==> config.mk <==
export PLATFORM = sky130hd
export DESIGN_NAME = dt_infer_ctrl
export DESIGN_NICKNAME = d
export VERILOG_FILES = /design/src/rtl/dt_ctrl_pkg.sv /design/src/rtl/dt_key_shreg.sv /design/src/rtl/dt_infer_ctrl.sv
export SDC_FILE = /design/constraint.sdc
export NUM_CORES = 1
export LEC_CHECK = 0
export ABC_AREA = 1
export CORE_ASPECT_RATIO = 0.6
export CORE_MARGIN = 3
export CORE_UTILIZATION = 38
export CTS_BUF_LIST = sky130_fd_sc_hd__clkbuf_2
export CTS_CLUSTER_SIZE = 10
export DETAILED_ROUTE_END_ITERATION = 6
export GPL_ROUTABILITY_DRIVEN = 0
export GPL_TIMING_DRIVEN = 0
export PLACE_DENSITY_LB_ADDON = 0.05
export SLEW_MARGIN = 40
export SYNTH_ARGS = -nofsm -noshare
export SYNTH_HDL_FRONTEND = slang
export SYNTH_SLANG_ARGS = --single-unit
==> constraint.sdc <==
create_clock -name CLK -period 1.8 [get_ports CLK]
set_input_delay 0.36 -clock CLK [delete_from_list [all_inputs] [get_ports CLK]]
set_output_delay 0.36 -clock CLK [all_outputs]
set_load 0.01 [all_outputs]
==> src/rtl/dt_ctrl_pkg.sv <==
// Shared types, default widths and helpers for the decision-tree inference sequencer.
package dt_ctrl_pkg;

  localparam int DT_N_FEAT  = 16;
  localparam int DT_FEAT_W  = 10;
  localparam int DT_KEY_W   = 21;
  localparam int DT_N_CLASS = 5;

  typedef enum logic [1:0] {
    S_KEY  = 2'd0,
    S_IDLE = 2'd1,
    S_EVAL = 2'd2,
    S_HOLD = 2'd3
  } state_t;

  function automatic logic is_onehot(input logic [DT_N_CLASS-1:0] v);
    int unsigned n;
    n = 0;
    for (int i = 0; i < DT_N_CLASS; i++) begin
      n += 32'(v[i]);
    end
    return (n == 1);
  endfunction

endpackage

==> src/rtl/dt_key_shreg.sv <==
// Serial unlock-key register: LSB-first shift-in, bit counter and loaded flag with synchronous wipe.
module dt_key_shreg
  import dt_ctrl_pkg::*;
#(
  parameter int KEY_W = DT_KEY_W
) (
  input  logic             CLK,
  input  logic             RST,
  input  logic             shift_en,
  input  logic             bit_in,
  input  logic             clr,
  output logic [KEY_W-1:0] key,
  output logic             loaded
);

  localparam int CW = $clog2(KEY_W + 1);

  logic [KEY_W-1:0] r_key;
  logic [CW-1:0]    r_bit_cnt;
  logic             r_loaded;

  // Once loaded, further shifts are ignored so the key cannot be disturbed.
  always_ff @(posedge CLK) begin
    if (!RST || clr) begin
      r_key     <= '0;
      r_bit_cnt <= '0;
      r_loaded  <= 1'b0;
    end else if (shift_en && !r_loaded) begin
      r_key     <= {bit_in, r_key[KEY_W-1:1]};
      r_bit_cnt <= r_bit_cnt + 1'b1;
      if (r_bit_cnt == CW'(KEY_W - 1)) begin
        r_loaded <= 1'b1;
      end
    end
  end

  assign key    = r_key;
  assign loaded = r_loaded;

endmodule

==> src/rtl/dt_infer_ctrl.sv <==
// Inference sequencer around the combinational key-locked decision-tree core:
// key load, feature handshake, settle wait, decision capture and result handshake.
module dt_infer_ctrl
  import dt_ctrl_pkg::*;
#(
  parameter int N_FEAT  = DT_N_FEAT,
  parameter int FEAT_W  = DT_FEAT_W,
  parameter int KEY_W   = DT_KEY_W,
  parameter int N_CLASS = DT_N_CLASS,
  parameter int SETTLE  = 2,
  parameter int CNT_W   = 16
) (
  input  logic                     CLK,
  input  logic                     RST,
  input  logic                     key_shift_en,
  input  logic                     key_bit,
  input  logic                     key_clr,
  output logic                     key_loaded,
  input  logic                     in_valid,
  output logic                     in_ready,
  input  logic [N_FEAT*FEAT_W-1:0] in_feats,
  output logic [N_FEAT*FEAT_W-1:0] core_feats,
  output logic [KEY_W-1:0]         core_key,
  input  logic [N_CLASS-1:0]       core_decision,
  output logic                     out_valid,
  input  logic                     out_ready,
  output logic [N_CLASS-1:0]       out_decision,
  output logic                     out_onehot_err,
  output logic [CNT_W-1:0]         infer_cnt
);

  localparam int SET_W = $clog2(SETTLE + 1);

  state_t                     r_state;
  state_t                     w_state;
  state_t                     w_state_next;
  logic                       w_in_ready;
  logic                       w_accept;
  logic                       w_capture;
  logic                       w_release;
  logic                       w_shift;
  logic [KEY_W-1:0]           w_key;
  logic                       w_key_loaded;
  logic [SET_W-1:0]           r_settle_cnt;
  logic [N_FEAT*FEAT_W-1:0]   r_core_feats;
  logic                       r_out_valid;
  logic [N_CLASS-1:0]         r_out_decision;
  logic                       r_out_onehot_err;
  logic [CNT_W-1:0]           r_infer_cnt;

  assign w_shift = key_shift_en && (w_state == S_KEY);

  dt_key_shreg #(
    .KEY_W (KEY_W)
  ) u_key (
    .CLK      (CLK),
    .RST      (RST),
    .shift_en (w_shift),
    .bit_in   (key_bit),
    .clr      (key_clr),
    .key      (w_key),
    .loaded   (w_key_loaded)
  );

  // The key register owns the shift count, so leaving S_KEY is taken from its
  // loaded flag: the edge that loads the key is the edge that enters S_IDLE.
  assign w_state = (r_state == S_KEY && w_key_loaded) ? S_IDLE : r_state;

  always_ff @(posedge CLK) begin
    if (!RST) begin
      r_state <= S_KEY;
    end else begin
      r_state <= w_state_next;
    end
  end

  always_comb begin
    w_state_next = w_state;
    w_in_ready   = 1'b0;
    w_accept     = 1'b0;
    w_capture    = 1'b0;
    w_release    = 1'b0;
    case (w_state)
      S_KEY: begin
        w_state_next = S_KEY;
      end
      S_IDLE: begin
        w_in_ready = 1'b1;
        if (in_valid) begin
          w_accept     = 1'b1;
          w_state_next = S_EVAL;
        end
      end
      S_EVAL: begin
        if (r_settle_cnt == SET_W'(SETTLE - 1)) begin
          w_capture    = 1'b1;
          w_state_next = S_HOLD;
        end
      end
      S_HOLD: begin
        if (out_ready) begin
          w_release    = 1'b1;
          w_state_next = S_IDLE;
        end
      end
      default: w_state_next = S_KEY;
    endcase
    // A wipe aborts everything in flight; ready drops so no transfer is implied.
    if (key_clr) begin
      w_state_next = S_KEY;
      w_in_ready   = 1'b0;
      w_accept     = 1'b0;
      w_capture    = 1'b0;
      w_release    = 1'b0;
    end
  end

  always_ff @(posedge CLK) begin
    if (!RST) begin
      r_core_feats     <= '0;
      r_settle_cnt     <= '0;
      r_out_valid      <= 1'b0;
      r_out_decision   <= '0;
      r_out_onehot_err <= 1'b0;
      r_infer_cnt      <= '0;
    end else begin
      if (w_accept) begin
        r_core_feats <= in_feats;
        r_settle_cnt <= '0;
      end else if (w_state == S_EVAL) begin
        r_settle_cnt <= r_settle_cnt + 1'b1;
      end

      if (w_capture) begin
        r_out_decision   <= core_decision;
        r_out_onehot_err <= !is_onehot(core_decision);
        r_out_valid      <= 1'b1;
      end else if (w_release || key_clr) begin
        r_out_valid <= 1'b0;
      end

      if (w_release && (r_infer_cnt != {CNT_W{1'b1}})) begin
        r_infer_cnt <= r_infer_cnt + 1'b1;
      end
    end
  end

  assign key_loaded     = w_key_loaded;
  assign in_ready       = w_in_ready;
  assign core_feats     = r_core_feats;
  assign core_key       = w_key_loaded ? w_key : '0;
  assign out_valid      = r_out_valid;
  assign out_decision   = r_out_decision;
  assign out_onehot_err = r_out_onehot_err;
  assign infer_cnt      = r_infer_cnt;

endmodule

==> results of run 1 <==
==> metal layers <==
layer  part of all wire (%)  routed length, um
met1                     42              12500
met2                     47              14000
met3                    8.9               2640
met4                    2.0                586
met5                      0                  0
==> worst paths after layout <==
| kind | from | endpoint | slack (ns) | depth (start not counted) |
|---|---|---|---|---|
| setup / recovery | u_key.loaded$_SDFFE_PP0P_ | core_key[7] | -0.17 | 5 |
| hold / removal | in_feats[105] | core_feats[105]$_SDFFE_PN0P_ | 0.13 | 3 |
| setup reg to reg | r_state[1]$_SDFF_PP0_ | core_feats[21]$_SDFFE_PN0P_ | 0.07 | 12 |
| hold reg to reg | core_feats[26]$_SDFFE_PN0P_ | core_feats[26]$_SDFFE_PN0P_ | 0.47 | 2 |
==> power by group through the flow <==
stage / Clock, mW / Combinational [mW] / Sequential, mW
after floorplan: 0 / 0.127 / 4.87
after global placement: 0 / 0.559 / 4.87
after detailed placement: 0 / 0.558 / 4.87
after CTS: 3.18 / 0.568 / 4.74
after global routing: 3.42 / 0.637 / 4.74
final: 3.06 / 0.590 / 4.74
==> registers in the layout, summed over array words and instances, names as in the netlist, 2 cells and up <==
| signal | cells |
|---|---|
| core_feats | 160 |
| infer_cnt | 16 |
| out_decision | 5 |
| r_settle_cnt | 2 |
| r_state | 2 |
| u_key.key | 21 |
| u_key.r_bit_cnt | 5 |
==> logic make-up after synthesis <==
| family | synth area share [%] |
|---|---|
| buffers and inverters | 6.35 |
| xor gates and xnor gates | 0.872 |
| AOI/OAI and AO/OA | 13.9 |
| adders and majority gates | 1.28 |
| DFF | 53.3 |
| and+or+nand+nor | 24.3 |
==> per-stage QoR <==
| step | TNS (ns) | std cells | setup slack, ns | utilization (%) |
|---|---|---|---|---|
| after floorplan | 0 | 1072 | 0.00961 | - |
| after global placement | -107.08 | 1722 | -0.987 | 59.7 |
| after detailed placement | -106.52 | 1722 | -0.982 | 59.7 |
| after CTS | -13.72 | 1837 | -0.293 | 63.4 |
| after global routing | -5.99 | 1849 | -0.304 | 62.8 |
| final | -2.89 | 1849 | -0.174 | 62.8 |
==> cell usage after synthesis (4+ instances only) <==
master and instances:
nor3_1 4, nor2_1 61, xnor2_1 4, buf_4 11
clkbuf_1 33, nand3_1 15, inv_1 51, a21oi_1 191
xor2_1 4, dfxtp_1 214, o21ai_0 31, nand2_1 408
ha_1 5, nand4_1 6, buf_2 21
==> worst reg2reg max path, delay by kind of cell, from the launching register on <==
kind	cells	cell delay, ns
buffers and inverters	5	0.67
AND/OR/NAND/NOR	6	0.50
flip-flops	1	0.36
AO/OA/AOI/OAI	1	0.14
==> what timing repair did <==
action,4_1_cts,5_1_grt
gates cloned,2,1
resized for setup,773,209
pin swaps,4,6
endpoints found under the setup margin,378,343
setup buffers,25,11
==> layout make-up <==
| type | count | area [sq um] |
|---|---|---|
| Buffer | 65 | 435 |
| Clock buffer | 74 | 370 |
| Clock inverter | 14 | 53.8 |
| Sequential cell | 214 | 4460 |
| Fill cell | 1904 | 7580 |
| Antenna cell | 1 | 2.50 |
| Timing Repair Buffer | 415 | 3540 |
| Inverter | 53 | 214 |
| Tap cell | 273 | 342 |
| Multi-Input combinational cell | 740 | 3370 |
==> cells in the final DEF, fill, tap and decap left out, drive strengths merged, types with 5 or more instances in the layout <==
cell type	synthesis	final
a21oi	191	191
buf	32	182
clkbuf	33	140
clkdlybuf4s15	0	61
clkdlybuf4s50	0	171
clkinv	0	13
dfxtp	214	214
ha	5	5
inv	53	54
nand2	410	410
nand3	15	15
nand4	6	6
nor2	63	63
nor3	5	5
o21ai	31	31
==> key figures, run 1 <==
Run status
  • Status: complete, but fails checks
  • Failing checks: negative setup slack

Yosys
  • Seq cells post-synth: 214
  • Cell area after synthesis: 0.00804 sq mm
  • Sequential fraction of the synthesis area: 53.3%
  • Netlist cell types: 24
  • Main synth FF type: dfxtp_1
  • Post-Syn Instances: 1072
  • Mapped Avg Cell Area: 7.50 sq um
  • Yosys warnings: 0
  • Largest area contributor in the netlist: dfxtp_1
  • Main area contributors after synthesis: dfxtp_1 (53%), nand2_1 (19%), a21oi_1 (12%), nor2_1 (2.8%), inv_1 (2.4%)
  • Ys async rst share: 0%
  • Post-synth EDFFs: 0
  • Post-synth top area share: 53.3%
  • Syn_nets: 1251

Placement
  • Port buffer count: 377
  • DP HPWL: 21.6 mm
  • Placed Area: 0.0122 sq mm

Die
  • Core box area: 0.0204 sq mm
  • Initial Util: 39.4%
  • Placement Rows: 40
  • Die area: 0.0230 sq mm
  • Die height: 119 um
  • Ports: 378
  • Die X: 194 um

Critical path
  • Max stage delay on crit path: 0.42 ns
  • CP Capture Type: output pin
  • CP Data Required Time: 1.44 ns
  • CP delay by family, top: flip-flops
  • Slowest cell on crit path: dfxtp_4
  • CP Buf/Inv Count: 4
  • Worst path most repeated cell: buf_6
  • Max Fanout on Critical Path: 5
  • Worst Path Class, Setup: reg -> out
  • Critical path, cell by cell: buf_6 > buf_8 > nand2_2 > inv_2 > buf_6
  • Arrival time worst endpoint: 1.61 ns
  • Critical Path Source Type: flop

Pwr
  • Gate power share: 7.0%
  • Power density over the cells: 656 mW/mm^2
  • VDD IR max: 0.382 mV
  • Clk pwr share: 36.4%
  • P_sw: 2.19 mW
  • Pleak: 5.29 nW
  • Switch share: 26.2%
  • Internal power: 6.19 mW
  • Tot Pwr: 8.39 mW
  • Sequential power share: 56.5%

Clock network
  • Worst-Skew Late Latency: 0.76 ns
  • Total CTS buffers: 49
  • Clk slew on worst S/H paths: 0.12 ns
  • CTS tree: yes
  • Maximum root-to-sink buffer count: 3
  • CTS root buf: clkbuf_2
  • H-tree Lvls: 2
  • Clock sink count: 214
  • Hold buffers post-CTS: 0

Cells and area
  • Area Overhead vs Synth: 59.1%
  • Final Instance Area: 0.0128 sq mm
  • Layout cells sized above 1: 32.7%
  • Fin nets: 1717

Timing
  • Endpoints failing hold: 0
  • Max Clock Skew: 0.0383 ns
  • Final setup fails: 22
  • Slew margin rel.: 64.5%
  • Final period util: 110%
  • Post-route worst setup slack: -0.174 ns
  • Final Slew Violations: 0
  • Fmax: 507 MHz
  • Unrepaired setup endpoints after global routing: true
  • Hold slack final: 0.129 ns
  • Slew of the pin with the lowest slew margin: 0.533 ns
  • Final Critical Period: 1.97 ns

Global routing
  • Met3 track demand over resource: 9.29%
  • Total GRT Usage: 24.4%
  • M2 GR Usage: 40.9%
  • Vias in the first global route: 8336
  • First-pass GRT wire length: 45.0 mm
  • Largest net degree at the start of global routing: 13
  • Busiest grt layer: met2
  • Gr ovfl total: 0
  • GR Layer Usage met1: 29.2%
  • Initial antenna violation count: 1

Run
  • Max-cap viol count: 0

Detailed routing
  • DRT Wirelength: 29.7 mm
  • Initial DRC Count: 411
  • Vias: 8682
  • Drt first pass iters: 4
  • Wire per inst: 16.1 um
  • Drt via density: 4.70
  • Post-DRT Antenna Nets: 0
  • Post-route DRC violation count: 0

Min path
  • Worst min path class: in -> reg
Note: power is estimated with default switching activity, not from simulation.
==> run 2: changes to the inputs <==
SKIP_CTS_REPAIR_TIMING = 1   (was unset)
==> run 2 against run 1 <==
The run still ends with negative setup slack left. Die area is the same. Total power decreased by 0.11%. Highest routed layer unchanged. Critical path depth up 1. First-iteration DRC count fell by 5.4%. Clock skew fell by 0.0047 ns. Count of clock-buffer cells in the layout unchanged. Sequential cell count is the same. Via count shrank 2.2%. Design area increased by 4.1%.
==> key figures, run 2 (synthesized netlist as in run 1, its figures left out) <==
Run status
  • Status: complete, but fails checks
  • Failing checks: negative setup slack

Timing
  • Final setup fails: 22
  • Final Slew Violations: 0
  • Max Clock Skew: 0.0336 ns
  • Final period util: 112%
  • Hold slack final: 0.127 ns
  • Slew of the pin with the lowest slew margin: 0.597 ns
  • Fmax: 498 MHz
  • Endpoints failing hold: 0
  • Unrepaired setup endpoints after global routing: true
  • Final Critical Period: 2.01 ns
  • Post-route worst setup slack: -0.208 ns
  • TNS Setup: -3.34 ns
  • Slew margin rel.: 60.2%

Cells and area
  • Max FFs per register: 160
  • Fillers: 1825
  • Commonest non-fill, non-tap cell in the layout: nand2_1
  • Final Core Density: 65.3%
  • Multi-input gate area: 0.00340 sq mm
  • Final cell count without fillers: 1819
  • Sequential cell area: 0.00433 sq mm
  • Area Overhead vs Synth: 65.6%
  • Fin nets: 1687
  • Layout cells sized above 1: 15.9%
  • Most frequent cells in the layout: nand2_1 (384), dfxtp_1 (194), a21oi_1 (191)

Detailed routing
  • Initial DRC Count: 389
  • Drt first pass iters: 5
  • DRT Wirelength: 29.3 mm
  • Post-DRT Antenna Nets: 0
  • Wire per inst: 16.1 um
  • Drt via density: 4.67
  • Post-route DRC violation count: 0
  • Vias: 8493

Critical path
  • R2R Setup Slk: 0.07 ns
  • Max Fanout on Critical Path: 5
  • Critical Path Source Type: flop
  • CP Capture Type: output pin
  • CP Data Required Time: 1.44 ns
  • Worst Path Class, Setup: reg -> out
  • Arrival time worst endpoint: 1.65 ns
  • Launching point of the worst reg2reg path: r_state[1]$_SDFF_PP0_
  • Worst R2R End: core_feats[90]$_SDFFE_PN0P_
  • Depth of the most critical reg-to-reg path: 12

Die
  • Ports: 378
  • Die height: 119 um
  • Initial Util: 39.4%
  • Placement Rows: 40
  • Core box area: 0.0204 sq mm
  • Die area: 0.0230 sq mm
  • Die X: 194 um

Global routing
  • Largest net degree at the start of global routing: 13
  • Vias in the first global route: 8053
  • Gr ovfl total: 0
  • Initial antenna violation count: 1
  • First-pass GRT wire length: 43.9 mm
  • Total GRT Usage: 23.8%

Pwr
  • Pleak: 7.99 nW
  • Power density over the cells: 629 mW/mm^2
  • VDD IR max: 0.379 mV

Clock network
  • Total CTS buffers: 49
  • Clock sink count: 214
  • CTS root buf: clkbuf_2
  • Clk slew on worst S/H paths: 0.12 ns
  • CTS tree: yes
  • Worst-Skew Late Latency: 0.77 ns
  • Maximum root-to-sink buffer count: 3
  • H-tree Lvls: 2

Min path
  • Worst min path class: in -> reg
  • WHS Endpoint: core_feats[104]$_SDFFE_PN0P_
  • Beginning of the worst hold path: in_feats[104]
  • WHS Path Cells: 3

Placement
  • Cell count after placement: 1722
  • DP HPWL: 21.6 mm
  • Worst setup slack after placement: -0.982 ns
  • Port buffer count: 377

Run
  • Max-cap viol count: 0
## run 2: layout make-up
cell class	count	area share [%]
Sequential cell	214	32.5
Timing Repair Buffer	385	31.3
Multi-Input combinational cell	740	25.5
Buffer	65	3.28
Clock buffer	74	2.78
Tap cell	273	2.57
Inverter	53	1.61
Clock inverter	14	0.404
Antenna cell	1	0.0188
## run 2: layer usage
metal | global-route usage [%] | share of wire (%) | vias up
li1 | - | - | 4320
met4 | 6.95 | 2.2 | 0
met2 | 39.3 | 46 | 285
met1 | 29.0 | 43 | 3840
met5 | 0 | 0 | -
met3 | 9.09 | 8.4 | 48
## run 2: worst max-delay path by stage
stage                               from                          end  cells past startpoint
2_1_floorplan           core_decision[3]  out_onehot_err$_SDFFE_PN0P_                      7
5_1_grt            r_state[1]$_SDFF_PP0_                     in_ready                      6
4_1_cts        u_key.loaded$_SDFFE_PP0P_                 core_key[16]                      4
3_3_place_gp                         RST  core_feats[48]$_SDFFE_PN0P_                      6
3_5_place_dp                         RST  core_feats[50]$_SDFFE_PN0P_                      6
6_report           r_state[1]$_SDFF_PP0_                     in_ready                      6
## run 2: critical path, stage by stage, from the launching register on
cell	delay [ns]
dfxtp_4	0.39
inv_4	0.07
nand2_2	0.06
nand2_2	0.07
nand2_2	0.07
nor2_4	0.13
buf_6	0.12
## run 2: power by group
part | switching, mW | leakage, nW | total (mW) | internal (mW)
clock | 1.97 | 0.334 | 3.06 | 1.09
sequential | 0.0179 | 1.74 | 4.75 | 4.74
combinational | 0.202 | 5.92 | 0.565 | 0.363
## run 2: stage by stage
stage,power [mW],area (sq um)
after global placement,5.43,12200
after detailed placement,5.43,12200
after global routing,8.80,13300
after CTS,8.51,12600
final,8.38,13300
after floorplan,4.99,8040
==> run 3: changes to the inputs <==
SETUP_SLACK_MARGIN = 0.05   (was unset)
==> run 3 against run 2 <==
Via count rose by 0.53%. Sequential share of layout area is 2.1 points higher. Highest routed layer unchanged. Largest cell class is now flip-flops and latches. Combinational power barely moved. The run still ends with negative setup slack left. Total power down 0.37%. Hold slack gained 0.0020 ns.
==> key figures, run 3 (synthesized netlist as in run 1, its figures left out) <==
Timing
  • Final setup fails: 22
  • Fmax: 498 MHz
  • Post-route worst setup slack: -0.210 ns
  • Max Clock Skew: 0.0246 ns
  • Unrepaired setup endpoints after global routing: true
  • Slew margin rel.: 61.3%
  • Final period util: 112%
  • Endpoints failing hold: 0
  • Final Critical Period: 2.01 ns
  • Slew of the pin with the lowest slew margin: 0.580 ns
  • Final Slew Violations: 0

Detailed routing
  • DRT Wirelength: 29.2 mm
  • Wire per inst: 16.0 um
  • Post-route DRC violation count: 0
  • Drt first pass iters: 5
  • Drt via density: 4.67
  • Initial DRC Count: 432
  • Post-DRT Antenna Nets: 0
  • Vias: 8538

Pwr
  • Clk pwr share: 36.4%
  • Switch share: 26.0%
  • Gate power share: 6.8%
  • Sequential power share: 56.8%
  • VDD IR max: 0.400 mV
  • Tot Pwr: 8.35 mW
  • Pleak: 5.99 nW
  • Internal power: 6.18 mW
  • P_sw: 2.17 mW
  • Power density over the cells: 661 mW/mm^2

Cells and area
  • Final Core Density: 62.0%
  • Fillers: 1931
  • Final Instance Area: 0.0126 sq mm
  • Area Overhead vs Synth: 57.2%
  • Most frequent cells in the layout: nand2_1 (390), clkbuf_2 (206), a21oi_1 (186)
  • Max FFs per register: 160
  • Commonest non-fill, non-tap cell in the layout: nand2_1
  • Final cell count without fillers: 1827
  • Layout cells sized above 1: 24.7%
  • Fin nets: 1695

Critical path
  • Worst Path Class, Setup: reg -> out
  • CP Capture Type: output pin
  • CP Data Required Time: 1.44 ns
  • Arrival time worst endpoint: 1.65 ns
  • Max Fanout on Critical Path: 5
  • Critical Path Source Type: flop

Run
  • Max-cap viol count: 0

Placement
  • DP HPWL: 21.6 mm
  • Port buffer count: 377
  • Placed Area: 0.0122 sq mm
  • Cell count after placement: 1722
  • Worst setup slack after placement: -0.982 ns

Global routing
  • Largest net degree at the start of global routing: 13
  • Busiest grt layer: met2
  • Total GRT Usage: 23.8%
  • M2 GR Usage: 39.3%
  • Vias in the first global route: 8053
  • First-pass GRT wire length: 43.9 mm
  • Initial antenna violation count: 1
  • Gr ovfl total: 0
  • Met3 track demand over resource: 9.09%
  • GR Layer Usage met1: 29.0%

Die
  • Die height: 119 um
  • Ports: 378
  • Die X: 194 um
  • Core box area: 0.0204 sq mm
  • Die area: 0.0230 sq mm
  • Initial Util: 39.4%
  • Placement Rows: 40

Clock network
  • Clk slew on worst S/H paths: 0.12 ns
  • Worst-Skew Late Latency: 0.77 ns
  • Clock sink count: 214
  • CTS tree: yes
  • Maximum root-to-sink buffer count: 3
  • CTS root buf: clkbuf_2
  • H-tree Lvls: 2
  • Total CTS buffers: 49

Run status
  • Failing checks: negative setup slack
  • Status: complete, but fails checks

Min path
  • Worst min path class: in -> reg
## run 3: cell types whose count changed in the layout (fill, tap and decap cells not counted), moves of 5 or more
cell            delta
dlymetal6s2s_1   -110
clkbuf_2         +100
dfxtp_1           -23
buf_4             +17
dfxtp_2           +17
nand2_4            -9
dfxtp_4            +6
inv_1              +6
inv_2              -6
nand2_1            +6
a21oi_1            -5
a21oi_2            +5
## run 3: layer usage
layer	wire (um)	vias up	share of wire, %
met3	2420	37	8.3
met2	13700	278	47
met5	0	-	0
met4	500	0	1.7
met1	12500	3892	43
li1	-	4331	-
## run 3: power by group through the flow
stage,Sequential [mW],Combinational (mW),Clock (mW)
after floorplan,4.87,0.127,0
after global placement,4.87,0.559,0
after detailed placement,4.87,0.558,0
after CTS,4.76,0.563,3.18
after global routing,4.75,0.613,3.42
final,4.74,0.567,3.04
## run 3: critical path: stages, from the launching register on
cell	delay (ns)
dfxtp_4	0.39
buf_12	0.14
clkbuf_16	0.15
nand2_2	0.06
inv_1	0.05
buf_6	0.11
## run 3: area by class of cell
cell class | count | area (sq um) | area share [%]
antenna | 1 | 2.50 | 0.0198
buffer | 65 | 484 | 3.83
clock buffer | 74 | 370 | 2.93
clock inverter | 14 | 53.8 | 0.426
inverter | 53 | 214 | 1.69
multi-input combinational | 740 | 3370 | 26.7
sequential | 214 | 4380 | 34.6
tap | 273 | 342 | 2.70
timing repair buffer | 393 | 3420 | 27.1
## run 3: final timing paths
check / start / endpoint / slack, ns / cells after the start
max reg2reg: r_state[1]$_SDFF_PP0_ / core_feats[68]$_SDFFE_PN0P_ / 0.08 / 12
min reg2reg: core_feats[28]$_SDFFE_PN0P_ / core_feats[28]$_SDFFE_PN0P_ / 0.47 / 2
min: in_feats[104] / core_feats[104]$_SDFFE_PN0P_ / 0.13 / 3
max: u_key.loaded$_SDFFE_PP0P_ / core_key[15] / -0.21 / 5
## run 3: per-stage QoR
stage / setup TNS (ns) / hold slack [ns]
2_1_floorplan: 0 / 0.444
3_3_place_gp: -107.08 / 0.451
3_5_place_dp: -106.52 / 0.455
4_1_cts: -121.25 / 0.0341
5_1_grt: -6.52 / 0.0397
6_report: -3.63 / 0.129
